`src/rtl/fifo_stim_pkg.sv`:
```
// Shared types and constants for the FIFO stimulus driver.
// Latency: n/a (types and constants only).
// Backpressure: n/a.
package fifo_stim_pkg;

    typedef enum logic [1:0] {
        WR_ONLY    = 2'd0,
        RD_ONLY    = 2'd1,
        MIXED      = 2'd2,
        FILL_DRAIN = 2'd3
    } mode_e;

    typedef enum logic [1:0] {
        IDLE      = 2'd0,
        RESET_DUT = 2'd1,
        RUN       = 2'd2,
        DONE      = 2'd3
    } state_e;

    localparam logic [15:0] LFSR_TAPS        = 16'hB400;
    localparam logic [15:0] LFSR_CTL_DEFAULT = 16'hACE1;
    localparam logic [15:0] LFSR_DAT_DEFAULT = 16'h531E;

    // One step of the right-shifting Galois LFSR.
    function automatic logic [15:0] lfsr_next(input logic [15:0] q);
        return q[0] ? ((q >> 1) ^ LFSR_TAPS) : (q >> 1);
    endfunction

endpackage

```
`src/rtl/fifo_lfsr16.sv`:
```
// 16-bit Galois LFSR with synchronous load and step enable.
// Latency: q updates one cycle after load/step.
// Backpressure: none; steps whenever step is high. A zero seed loads RESET_VAL so q never locks at 0.
module fifo_lfsr16
    import fifo_stim_pkg::*;
#(
    parameter logic [15:0] RESET_VAL = LFSR_CTL_DEFAULT
) (
    input  logic        clk,
    input  logic        rst,
    input  logic        load,
    input  logic [15:0] seed,
    input  logic        step,
    output logic [15:0] q
);

    // Load has priority over step; a zero seed falls back to the default state.
    always_ff @(posedge clk) begin
        if (rst) begin
            q <= RESET_VAL;
        end else if (load) begin
            q <= (seed == 16'h0) ? RESET_VAL : seed;
        end else if (step) begin
            q <= lfsr_next(q);
        end
    end

endmodule

```
`src/rtl/fifo_stim_driver.sv`:
```
// LFSR-driven FIFO stimulus generator: DUT reset phase, then one transaction per cycle.
// Latency: all outputs registered, one cycle after the deciding edge.
// Backpressure: none; full/empty only steer the FILL_DRAIN phase, overflow/underflow is deliberate.
module fifo_stim_driver
    import fifo_stim_pkg::*;
#(
    parameter int FIFO_WIDTH = 16,
    parameter int WR_THR     = 179,
    parameter int RD_THR     = 77,
    parameter int RST_THR    = 3,
    parameter int RST_CYCLES = 2
) (
    input  logic                  clk,
    input  logic                  rst,
    input  logic                  start,
    input  logic [1:0]            mode,
    input  logic [15:0]           num_txn,
    input  logic [15:0]           seed,
    input  logic                  full,
    input  logic                  empty,
    output logic [FIFO_WIDTH-1:0] data_in,
    output logic                  wr_en,
    output logic                  rd_en,
    output logic                  fifo_rst_n,
    output logic                  test_trigger,
    output logic                  test_finish,
    output logic                  busy,
    output logic [15:0]           txn_count
);

    // Thresholds widened to 9 bits so a threshold of 256 means "always".
    localparam logic [8:0] WR_LIM   = 9'(WR_THR);
    localparam logic [8:0] RD_LIM   = 9'(RD_THR);
    localparam logic [8:0] RST_LIM  = 9'(RST_THR);
    localparam logic [7:0] RST_LAST = 8'(RST_CYCLES - 1);

    state_e                  state_q, state_d;
    mode_e                   mode_q, mode_d;
    logic [15:0]             num_q, num_d;
    logic [7:0]              rcnt_q, rcnt_d;
    logic                    drain_q, drain_d;
    logic                    drain_eff;
    logic [FIFO_WIDTH-1:0]   data_d;
    logic                    wr_d, rd_d, frst_d, trig_d, fin_d, busy_d;
    logic [15:0]             txn_d, txn_inc;
    logic [15:0]             eff_seed, ctl_q, dat_q;
    logic [7:0]              mix_xor;
    logic                    lfsr_load, lfsr_step;

    assign eff_seed  = (seed == 16'h0) ? LFSR_CTL_DEFAULT : seed;
    assign txn_inc   = (txn_count == 16'hFFFF) ? txn_count : txn_count + 16'd1;
    assign mix_xor   = ctl_q[7:0] ^ ctl_q[15:8];
    // FILL flips to DRAIN on full, DRAIN flips back to FILL on empty.
    assign drain_eff = drain_q ? !empty : full;

    fifo_lfsr16 #(.RESET_VAL(LFSR_CTL_DEFAULT)) u_ctl_lfsr (
        .clk  (clk),
        .rst  (rst),
        .load (lfsr_load),
        .seed (eff_seed),
        .step (lfsr_step),
        .q    (ctl_q)
    );

    fifo_lfsr16 #(.RESET_VAL(LFSR_DAT_DEFAULT)) u_dat_lfsr (
        .clk  (clk),
        .rst  (rst),
        .load (lfsr_load),
        .seed (~eff_seed),
        .step (lfsr_step),
        .q    (dat_q)
    );

    // Next-state and next-output decode; outputs default to idle values.
    always_comb begin
        state_d   = state_q;
        mode_d    = mode_q;
        num_d     = num_q;
        rcnt_d    = rcnt_q;
        drain_d   = drain_q;
        data_d    = data_in;
        wr_d      = 1'b0;
        rd_d      = 1'b0;
        frst_d    = 1'b1;
        trig_d    = 1'b0;
        fin_d     = 1'b0;
        busy_d    = 1'b0;
        txn_d     = txn_count;
        lfsr_load = 1'b0;
        lfsr_step = 1'b0;
        case (state_q)
            IDLE, DONE: begin
                if (start) begin
                    state_d   = RESET_DUT;
                    mode_d    = mode_e'(mode);
                    num_d     = num_txn;
                    rcnt_d    = 8'd0;
                    drain_d   = 1'b0;
                    txn_d     = 16'd0;
                    frst_d    = 1'b0;
                    busy_d    = 1'b1;
                    lfsr_load = 1'b1;
                end
            end
            RESET_DUT: begin
                frst_d = 1'b0;
                busy_d = 1'b1;
                if (rcnt_q == RST_LAST) begin
                    frst_d  = 1'b1;
                    state_d = (num_q == 16'd0) ? DONE : RUN;
                    busy_d  = (num_q != 16'd0);
                end else begin
                    rcnt_d = rcnt_q + 8'd1;
                end
            end
            RUN: begin
                busy_d    = 1'b1;
                trig_d    = 1'b1;
                lfsr_step = 1'b1;
                data_d    = dat_q[FIFO_WIDTH-1:0];
                txn_d     = txn_inc;
                case (mode_q)
                    WR_ONLY: wr_d = 1'b1;
                    RD_ONLY: rd_d = 1'b1;
                    MIXED: begin
                        wr_d   = {1'b0, ctl_q[7:0]} < WR_LIM;
                        rd_d   = {1'b0, ctl_q[15:8]} < RD_LIM;
                        frst_d = !({1'b0, mix_xor} < RST_LIM);
                    end
                    FILL_DRAIN: begin
                        drain_d = drain_eff;
                        wr_d    = !drain_eff;
                        rd_d    = drain_eff;
                    end
                    default: ;
                endcase
                // busy stays high with the finishing transaction and drops the cycle after.
                if (txn_inc == num_q) begin
                    fin_d   = 1'b1;
                    state_d = DONE;
                end
            end
            default: state_d = IDLE;
        endcase
    end

    // State and registered outputs, synchronous active-high reset.
    always_ff @(posedge clk) begin
        if (rst) begin
            state_q      <= IDLE;
            mode_q       <= WR_ONLY;
            num_q        <= 16'd0;
            rcnt_q       <= 8'd0;
            drain_q      <= 1'b0;
            data_in      <= '0;
            wr_en        <= 1'b0;
            rd_en        <= 1'b0;
            fifo_rst_n   <= 1'b1;
            test_trigger <= 1'b0;
            test_finish  <= 1'b0;
            busy         <= 1'b0;
            txn_count    <= 16'd0;
        end else begin
            state_q      <= state_d;
            mode_q       <= mode_d;
            num_q        <= num_d;
            rcnt_q       <= rcnt_d;
            drain_q      <= drain_d;
            data_in      <= data_d;
            wr_en        <= wr_d;
            rd_en        <= rd_d;
            fifo_rst_n   <= frst_d;
            test_trigger <= trig_d;
            test_finish  <= fin_d;
            busy         <= busy_d;
            txn_count    <= txn_d;
        end
    end

endmodule

```
`config.mk`:
```
export PLATFORM = sky130hd
export DESIGN_NAME = fifo_stim_driver
export DESIGN_NICKNAME = d
export VERILOG_FILES = /design/src/rtl/fifo_stim_pkg.sv /design/src/rtl/fifo_lfsr16.sv /design/src/rtl/fifo_stim_driver.sv
export SDC_FILE = /design/constraint.sdc
export NUM_CORES = 1
export LEC_CHECK = 0
export BUFFER_PORTS_ARGS = -buffer_cell sky130_fd_sc_hd__buf_2
export CAP_MARGIN = 20
export CELL_PAD_IN_SITES_DETAIL_PLACEMENT = 0
export CELL_PAD_IN_SITES_GLOBAL_PLACEMENT = 1
export CORE_MARGIN = 2
export CORE_UTILIZATION = 47
export CTS_CLUSTER_SIZE = 14
export DETAILED_ROUTE_END_ITERATION = 16
export PLACE_DENSITY = 0.95
export SLEW_MARGIN = 20
export SYNTH_ARGS = -nofsm -noshare
export SYNTH_HDL_FRONTEND = slang
export SYNTH_HIERARCHICAL = 1
export SYNTH_SLANG_ARGS = --single-unit
```
`constraint.sdc`:
```
create_clock -name clk -period 5 [get_ports clk]
set_clock_uncertainty 0.2 [all_clocks]
set_input_delay 0.75 -clock clk [delete_from_list [all_inputs] [get_ports clk]]
set_output_delay 0.75 -clock clk [all_outputs]
set_load 0.01 [all_outputs]
```
==> results.md, run 1 <==
Outcome:
- The run finished with clean final reports.

Cells and area:
- The leading cell type in the layout, fill and taps excluded is sky130_fd_sc_hd__dfxtp_1.
- The number of antenna cells inserted is 0.
- The final layout net count is 749.
- The area growth from synthesis to layout is 12.1%.
- In the final layout, the share of cells above drive strength 1 is 18.9%.
- After the flow finishes, the layout carries non-filler instances totaling 853.
- The library cells used most frequently in the layout, excluding fill and tap cells, are sky130_fd_sc_hd__dfxtp_1, sky130_fd_sc_hd__a21oi_1, sky130_fd_sc_hd__buf_2.

Floorplanning:
- The full die area is 12700 um^2.
- The core footprint is 11500 um^2.
- The die is 113 um tall.
- The top-level port count is 77.
- The starting density of the core is 48.3%.
- The die is 113 um wide.
- The initialized floorplan defines 39 standard-cell rows.

Synth:
- The most instantiated flip-flop cell in the synthesis netlist is sky130_fd_sc_hd__dfxtp_1.
- The post-synthesis cell area is 5540 um^2.
- The share of synthesized cell area in full adder, half adder and majority cells is 1.13%.
- The synthesized design contains 0 enable-type register cells.
- The xor and xnor fraction of the mapped netlist area is 6.32%.
- The flop and latch count out of synthesis is 99.
- After synthesis, the share of flip-flops with an asynchronous set or reset is 0%.
- The net count after synthesis is 707.
- The largest family of logic cells by synthesized area is simple AND/OR/NAND/NOR gates.
- The compound-gate portion of the synthesized area is 15.6%.
- After Yosys synthesis, and, or, nand and nor cells account for 25.9% of the synthesized area.
- The mean cell area of the mapped netlist is 8.36 um^2.
- The portion of synthesized area spent on multiplexers is 8.98%.
- During synthesis, Yosys emitted a total of 6 warnings.
- After synthesis, the netlist uses 60 different library cells.
- The gate count after technology mapping is 663.
- The register area share after synthesis is 35.8%.

Routing:
- The number of optimization iterations in the first detailed-route pass is 7.
- The wire length after detailed routing is 14200 um.
- For this run, design rule violations remaining after detail routing come to 0.
- Detailed routing inserted a total of 4958 vias.
- The initial DRC count is 328.
- In the final routed layout, each cell accounts on average for 16.6 um.
- Once detail routing completed, the nets flagged for antenna violations numbered 0.
- The mean number of vias per cell is 5.81.

Timing:
- The slew of the pin with the lowest slew margin is 0.788 ns.
- The number of failing hold endpoints at the final stage is 0.
- The normalized max-slew margin is 47.5%.
- Adding up every negative setup slack in the final design gives 0 ns.
- Setup violations remaining at the end of the flow were counted as 0.
- The max-slew violation count came to 0.
- Static timing analysis puts the maximum clock frequency at 327 MHz.
- The worst path needs 3.06 ns of the cycle, external delays included.
- Setup repair after global routing left no endpoint under its margin.
- Hold is met by 0.289 ns.
- The final clock period utilization by the worst path is 61.2%.

Worst setup path:
- The launching point of the worst reg2reg path is state_q[0].
- The data arrival time of the critical path is 3.10 ns.
- The reg2reg setup slack is 1.94 ns.
- The reg-to-reg endpoint is u_ctl_lfsr/q[7].
- The worst reg2reg path depth is 8.
- The kind of end point of the critical path is a register.
- The sort of element at the start of the critical path is a register.
- In this run the worst path has a maximum fanout of 59.
- The timing startpoint of the critical path is state_q[0].
- By startpoint and endpoint, the worst setup path is classified as register to register.
- The required time of the critical path is 5.04 ns.

Hold path:
- In this run the worst hold path is classified as register to register.
- The worst hold path terminates at num_q[2].
- The worst hold path cell count is 2.
- In this run the most critical hold path is launched from num_q[2].

Power and ir drop:
- The worst vdd rail ir drop is 0.282 mV.
- The power density of the placed cells is 513 nW/um^2.
- The design draws 3.18 mW.
- The cell leakage power is 2.56 nW.

Global routing:
- Global routing used 22.7% of the available tracks.
- Entering global routing, the biggest net connects 77 pins.
- The global-route wire length before repair is 23500 um.
- The via count of the first global-routing pass came to 4816.
- For this run the aggregate overflow at the end of global routing stands at 0.
- The number of antenna violations at the first check in global routing is 0.

Placed design:
- The HPWL after detailed placement is 10100 um.
- The final weighted congestion of routability-driven global placement is 0.925.
- The post-placement cell count is 837.
- During placement, the flow inserted port buffers numbering 76.

Clocking:
- Once the clock tree was built, the resizer swapped 0 gates to a different size.
- In this run the number of H-tree levels came out at 3.
- Post-CTS timing repair inserted 0 buffers for setup.
- The number of buffers added by the clock tree synthesis step is 9.
- The clock passes through at most 2 buffers.
- The TritonCTS clock tree is built.
- The insertion delay of the later-clocked pin in the worst-skew pair is 0.36 ns.
- In this run, post-CTS hold repair placed 0 buffers.
- The clock tree root driver cell is sky130_fd_sc_hd__clkbuf_16.
- After clock tree synthesis, the clock-pin slew on the worst setup and hold paths is 0.08 ns.
- The count of clock tree sinks is 99.

Job:
- The number of maximum-capacitance constraint violations is 0.
## how the worst max path moves through the flow
stage                     depth (start not counted)  slack [ns]          endpoint
after CTS                                         8        1.96  u_ctl_lfsr/q[11]
after floorplan                                   9        2.41        state_q[0]
final                                             8        1.94   u_ctl_lfsr/q[7]
after global placement                            7        2.01   u_ctl_lfsr/q[6]
after global routing                             10        1.62         rcnt_q[5]
after detailed placement                          7        1.89  u_ctl_lfsr/q[11]
## synthesized netlist by cell type (7+ instances only)
library cell	count	area share [%]
sky130_fd_sc_hd__xor2_1	23	3.6
sky130_fd_sc_hd__nor3b_1	16	2.2
sky130_fd_sc_hd__inv_1	28	1.9
sky130_fd_sc_hd__nor2_1	67	4.5
sky130_fd_sc_hd__nand2b_1	14	1.6
sky130_fd_sc_hd__xnor2_1	17	2.7
sky130_fd_sc_hd__a22oi_1	18	2.4
sky130_fd_sc_hd__nor4_2	11	2.5
sky130_fd_sc_hd__clkbuf_1	29	2.0
sky130_fd_sc_hd__a21o_1	7	0.95
sky130_fd_sc_hd__nor4_1	10	1.1
sky130_fd_sc_hd__o21ai_0	8	0.72
sky130_fd_sc_hd__nand2_1	60	4.1
sky130_fd_sc_hd__buf_2	16	1.4
sky130_fd_sc_hd__mux2i_1	34	6.1
sky130_fd_sc_hd__nand4_1	12	1.4
sky130_fd_sc_hd__dfxtp_1	99	36
sky130_fd_sc_hd__nand3_1	11	0.99
sky130_fd_sc_hd__nor3_1	17	1.5
sky130_fd_sc_hd__a21oi_1	77	7.0
sky130_fd_sc_hd__mux2_2	9	1.8
## registers in the layout (all words and copies together) (netlist names), 2 cells and up
register      cells
rcnt_q            8
state_q           2
num_q            16
txn_count        16
data_in          16
mode_q            2
u_ctl_lfsr/q     16
u_dat_lfsr/q     16
## where the power goes
part / switching (mW) / internal (mW) / leakage [nW]
combinational: 0.728 / 0.554 / 1.59
clock: 0.345 / 0.401 / 0.154
sequential: 0.184 / 0.972 / 0.811
total: 1.26 / 1.93 / 2.56
## cell families after synthesis
family | after synthesis
flops | 99
mux | 48
simple gates | 252
buf+inv | 78
xor+xnor | 40
fa+ha+maj | 5
compound gates | 141
## final cells by class
cell class / instances / area, um^2
tap: 143 / 179
sequential: 99 / 1980
multi-input combinational: 486 / 3210
timing repair buffer: 81 / 418
inverter: 28 / 105
clock buffer: 9 / 225
fill: 1096 / 5260
clock inverter: 7 / 90.1
## metrics by stage
stage          utilization [%]  instance area, um^2  setup WS, ns
3_3_place_gp              51.4                 5900          2.01
4_1_cts                   54.2                 6210          1.96
5_1_grt                   54.2                 6210          1.62
2_1_floorplan                -                 5540          2.41
3_5_place_dp              51.4                 5900          1.89
6_report                  54.2                 6210          1.94
## critical path: stages, from the launching register on
cell,delay [ns]
sky130_fd_sc_hd__dfxtp_1,0.34
sky130_fd_sc_hd__inv_1,0.06
sky130_fd_sc_hd__ha_2,0.37
sky130_fd_sc_hd__nand2_1,0.42
sky130_fd_sc_hd__inv_2,0.41
sky130_fd_sc_hd__buf_4,0.57
sky130_fd_sc_hd__nor2_1,0.25
sky130_fd_sc_hd__a21oi_1,0.22
sky130_fd_sc_hd__a22oi_1,0.10
## metal layers
metal / routed length (um) / track usage [%] / vias up
li1: - / - / 2420
met1: 6090 / 28.3 / 2367
met2: 7020 / 38.7 / 151
met3: 795 / 4.86 / 20
met4: 272 / 8.21 / 0
met5: 0 / 0 / -
(Power assumes the default switching activity.)
==> run 2, diff against run 1 <==
--- a/config.mk
+++ b/config.mk
@@ -10,10 +10,10 @@
 export CELL_PAD_IN_SITES_DETAIL_PLACEMENT = 0
 export CELL_PAD_IN_SITES_GLOBAL_PLACEMENT = 1
 export CORE_MARGIN = 2
-export CORE_UTILIZATION = 47
+export CORE_UTILIZATION = 39
 export CTS_CLUSTER_SIZE = 14
 export DETAILED_ROUTE_END_ITERATION = 16
-export PLACE_DENSITY = 0.95
+export PLACE_DENSITY = 0.87
 export SLEW_MARGIN = 20
 export SYNTH_ARGS = -nofsm -noshare
 export SYNTH_HDL_FRONTEND = slang
==> constraint.sdc (replaced) <==
create_clock -name clk -period 2.6 [get_ports clk]
set_clock_uncertainty 0.2 [all_clocks]
set_input_delay 0.39 -clock clk [delete_from_list [all_inputs] [get_ports clk]]
set_output_delay 0.39 -clock clk [all_outputs]
set_load 0.01 [all_outputs]
==> results.md, run 2 (same netlist as run 1, synthesis figures left out) <==
Job:
- The number of maximum-capacitance constraint violations was 0 (unchanged).

Worst setup path:
- Traced cell by cell, the critical path runs through and4_1 -> a31oi_1 -> buf_4 -> mux2_2 -> a22oi_1 -> nor4_4 -> a41oi_2 -> o21ai_1 -> o211a_1.
- The category of the most critical setup path is register to register.
- The buffers plus inverters on the worst setup path is 1 (-2).
- The data arrival time of the critical path came to 2.54 ns (-0.56 ns).
- The reg2reg setup slack is 0.11 ns (-1.83 ns).
- The largest fanout on the critical path is 6 (-90%).
- The kind of cell adding the most delay to the critical path is compound AO/OA/AOI/OAI gates.
- The sort of element at the start of the critical path is a register.
- The required time of the critical path is 2.65 ns (-2.39 ns).
- The kind of end point of the critical path is a register.
- The launching point of the worst reg2reg path is txn_count[9].
- In this run the critical register-to-register path is captured at state_q[1].
- The timing startpoint of the critical path is txn_count[9].
- The worst reg2reg path depth is 9 (+1).
- The largest individual stage delay along the critical path comes from the cell sky130_fd_sc_hd__dfxtp_2.
- The delay of the slowest critical-path stage was 0.40 ns (-0.17 ns).

Routing:
- The initial DRC count is 382 (+16%).
- The routed length per placed instance is 16.4 um (-1.7%).
- The remaining routing DRC violations is 0 (unchanged).
- The number of nets with antenna violations after routing is 0 (unchanged).
- The via count is 5097 (+2.8%).
- The mean number of vias per cell is 5.49 (-5.5%).
- The wire length after detailed routing is 15200 um (+7.0%).
- The number of optimization iterations in the first detailed-route pass is 4 (-3).

Power and ir drop:
- The power density of the placed cells is 929 nW/um^2 (+81%).
- The post-route total power is 6.17 mW (+94%).
- The cell leakage power came to 2.82 nW (+10%).
- The worst vdd rail ir drop came to 0.479 mV (+70%).

Placed design:
- The number of buffers added on ports came to 76 (unchanged).
- The HPWL after detailed placement is 11000 um (+8.8%).
- The final weighted congestion of routability-driven global placement was 0.966 (+4.4%).

Cells and area:
- The number of antenna cells inserted is 0 (unchanged).
- The area growth from synthesis to layout is 19.8%.
- The share of layout cells above drive strength 1 was 25.5% (+6.7 points).
- The final layout net count is 787 (+5.1%).
- The leading cell type in the layout, fill and taps excluded is sky130_fd_sc_hd__dfxtp_1.
- The top cell types in the final layout, fill and taps aside, are sky130_fd_sc_hd__dfxtp_1, sky130_fd_sc_hd__a21oi_1, sky130_fd_sc_hd__buf_2.

Clocking:
- The deepest clock path buffer count was 2 (unchanged).
- The number of buffers added by the clock tree synthesis step is 9 (unchanged).
- The H-tree depth is 3 (unchanged).
- The count of clock tree sinks is 99 (unchanged).
- The tree is rooted in a sky130_fd_sc_hd__clkbuf_16.
- TritonCTS built the clock tree.
- The register clock-pin slew on the reported worst setup and hold paths came to 0.08 ns (about the same).
- The insertion delay of the later-clocked pin in the worst-skew pair was 0.35 ns (about the same).

Floorplanning:
- The row count is 43 (+10%).
- The core footprint is 13900 um^2 (+21%).
- The width of the die is 123 um (+9.4%).
- The top-level port count is 77 (unchanged).
- The full die area is 15200 um^2 (+20%).
- The starting density of the core is 39.9% (-8.4 points).
- The die height is 123 um (+9.4%).

Global routing:
- The via count of the first global-routing pass is 4784 (-0.66%).
- The pin count of the biggest net entering global routing is 74 (-3.9%).
- The total routing resource utilization after global routing is 20.3% (-2.4 points).
- The global-route wire length before repair came to 24100 um (+2.6%).
- The total global routing overflow is 0 (unchanged).
- The number of antenna violations at the first check in global routing is 1 (+1).

Timing:
- The number of setup violations in the final report came to 0 (unchanged).
- The max-slew violation count is 0 (unchanged).
- The number of failing hold endpoints at the final stage is 0 (unchanged).
- The time the final worst path needs with I/O delays and setup is 2.49 ns (-0.571 ns).
- The normalized max-slew margin was 60.9% (+13 points).
- The maximum clock frequency came to 402 MHz (+23%).
- The setup total negative slack is 0 ns (unchanged).
- The slew of the pin with the lowest slew margin is 0.581 ns (-0.206 ns).
- The final clock period utilization by the worst path is 95.6% (+34 points).

Hold path:
- The class of the tightest hold or removal check is input port to register.
- For hold timing, the worst endpoint is num_q[7].
- In this run the most critical hold path is launched from num_txn[7].
- The worst hold path cell count was 3 (+1).

Outcome:
- The run finished with clean final reports.
run 2: cell count changes in the layout (fill, tap and decap cells not counted), sizes merged:
cell / delta
buf: +38
clkinvlp: +1
clkinv: -1
clkbuf: +1
bufinv: -1
run 2: repair_timing:
| item | in CTS | in global routing |
|---|---|---|
| hold buffers | 0 | 0 |
| gates resized for setup | 0 | 24 |
| setup buffers | 0 | 0 |
| endpoints found under the setup margin | 0 | 2 |
run 2: layer usage:
layer | track usage [%] | vias up | wire length [um]
met5 | 0 | - | 0
li1 | - | 2499 | -
met3 | 4.24 | 27 | 817
met4 | 7.17 | 0 | 397
met1 | 26.0 | 2417 | 6730
met2 | 33.7 | 154 | 7230
run 2: worst max-delay path by stage:
stage	end	slack (ns)	cells past startpoint
after detailed placement	state_q[0]	0.03	9
after global placement	state_q[0]	0.03	8
after global routing	state_q[0]	-0.0005	8
after floorplan	state_q[0]	0.01	9
after CTS	state_q[0]	0.008	9
final	state_q[1]	0.11	9
run 2: report_power, final:
part / leakage, nW / internal (mW) / switching, mW / total, mW
registers: 0.816 / 1.87 / 0.343 / 2.21
logic: 1.86 / 1.14 / 1.47 / 2.61
clock network: 0.142 / 0.695 / 0.644 / 1.34
run 2: stage by stage:
step	utilization [%]	instance area (um^2)	instances	setup WS [ns]	hold slack (ns)
floorplan	-	5540	663	0.0145	0.261
global placement	45.1	6260	912	0.0253	0.273
detailed placement	45.1	6260	912	0.0279	0.277
CTS	47.2	6560	928	0.00845	0.0547
global route	47.8	6640	928	-0.000469	0.0729
finish	47.8	6640	928	0.114	0.0610
run 2: worst reg2reg max path, cell delays in order (launching register included):
cell	delay, ns
sky130_fd_sc_hd__dfxtp_2	0.40
sky130_fd_sc_hd__and4_1	0.38
sky130_fd_sc_hd__a31oi_1	0.17
sky130_fd_sc_hd__buf_4	0.16
sky130_fd_sc_hd__mux2_2	0.26
sky130_fd_sc_hd__a22oi_1	0.28
sky130_fd_sc_hd__nor4_4	0.07
sky130_fd_sc_hd__a41oi_2	0.23
sky130_fd_sc_hd__o21ai_1	0.10
sky130_fd_sc_hd__o211a_1	0.13
run 2: layout make-up:
cell class,count,area [um^2]
clock inverters,6,53.8
repair buffers,119,741
flip-flops and latches,99,2000
inverters,28,105
fillers,1344,7240
clock buffers,10,239
multi-input cells,486,3280
well taps,180,225
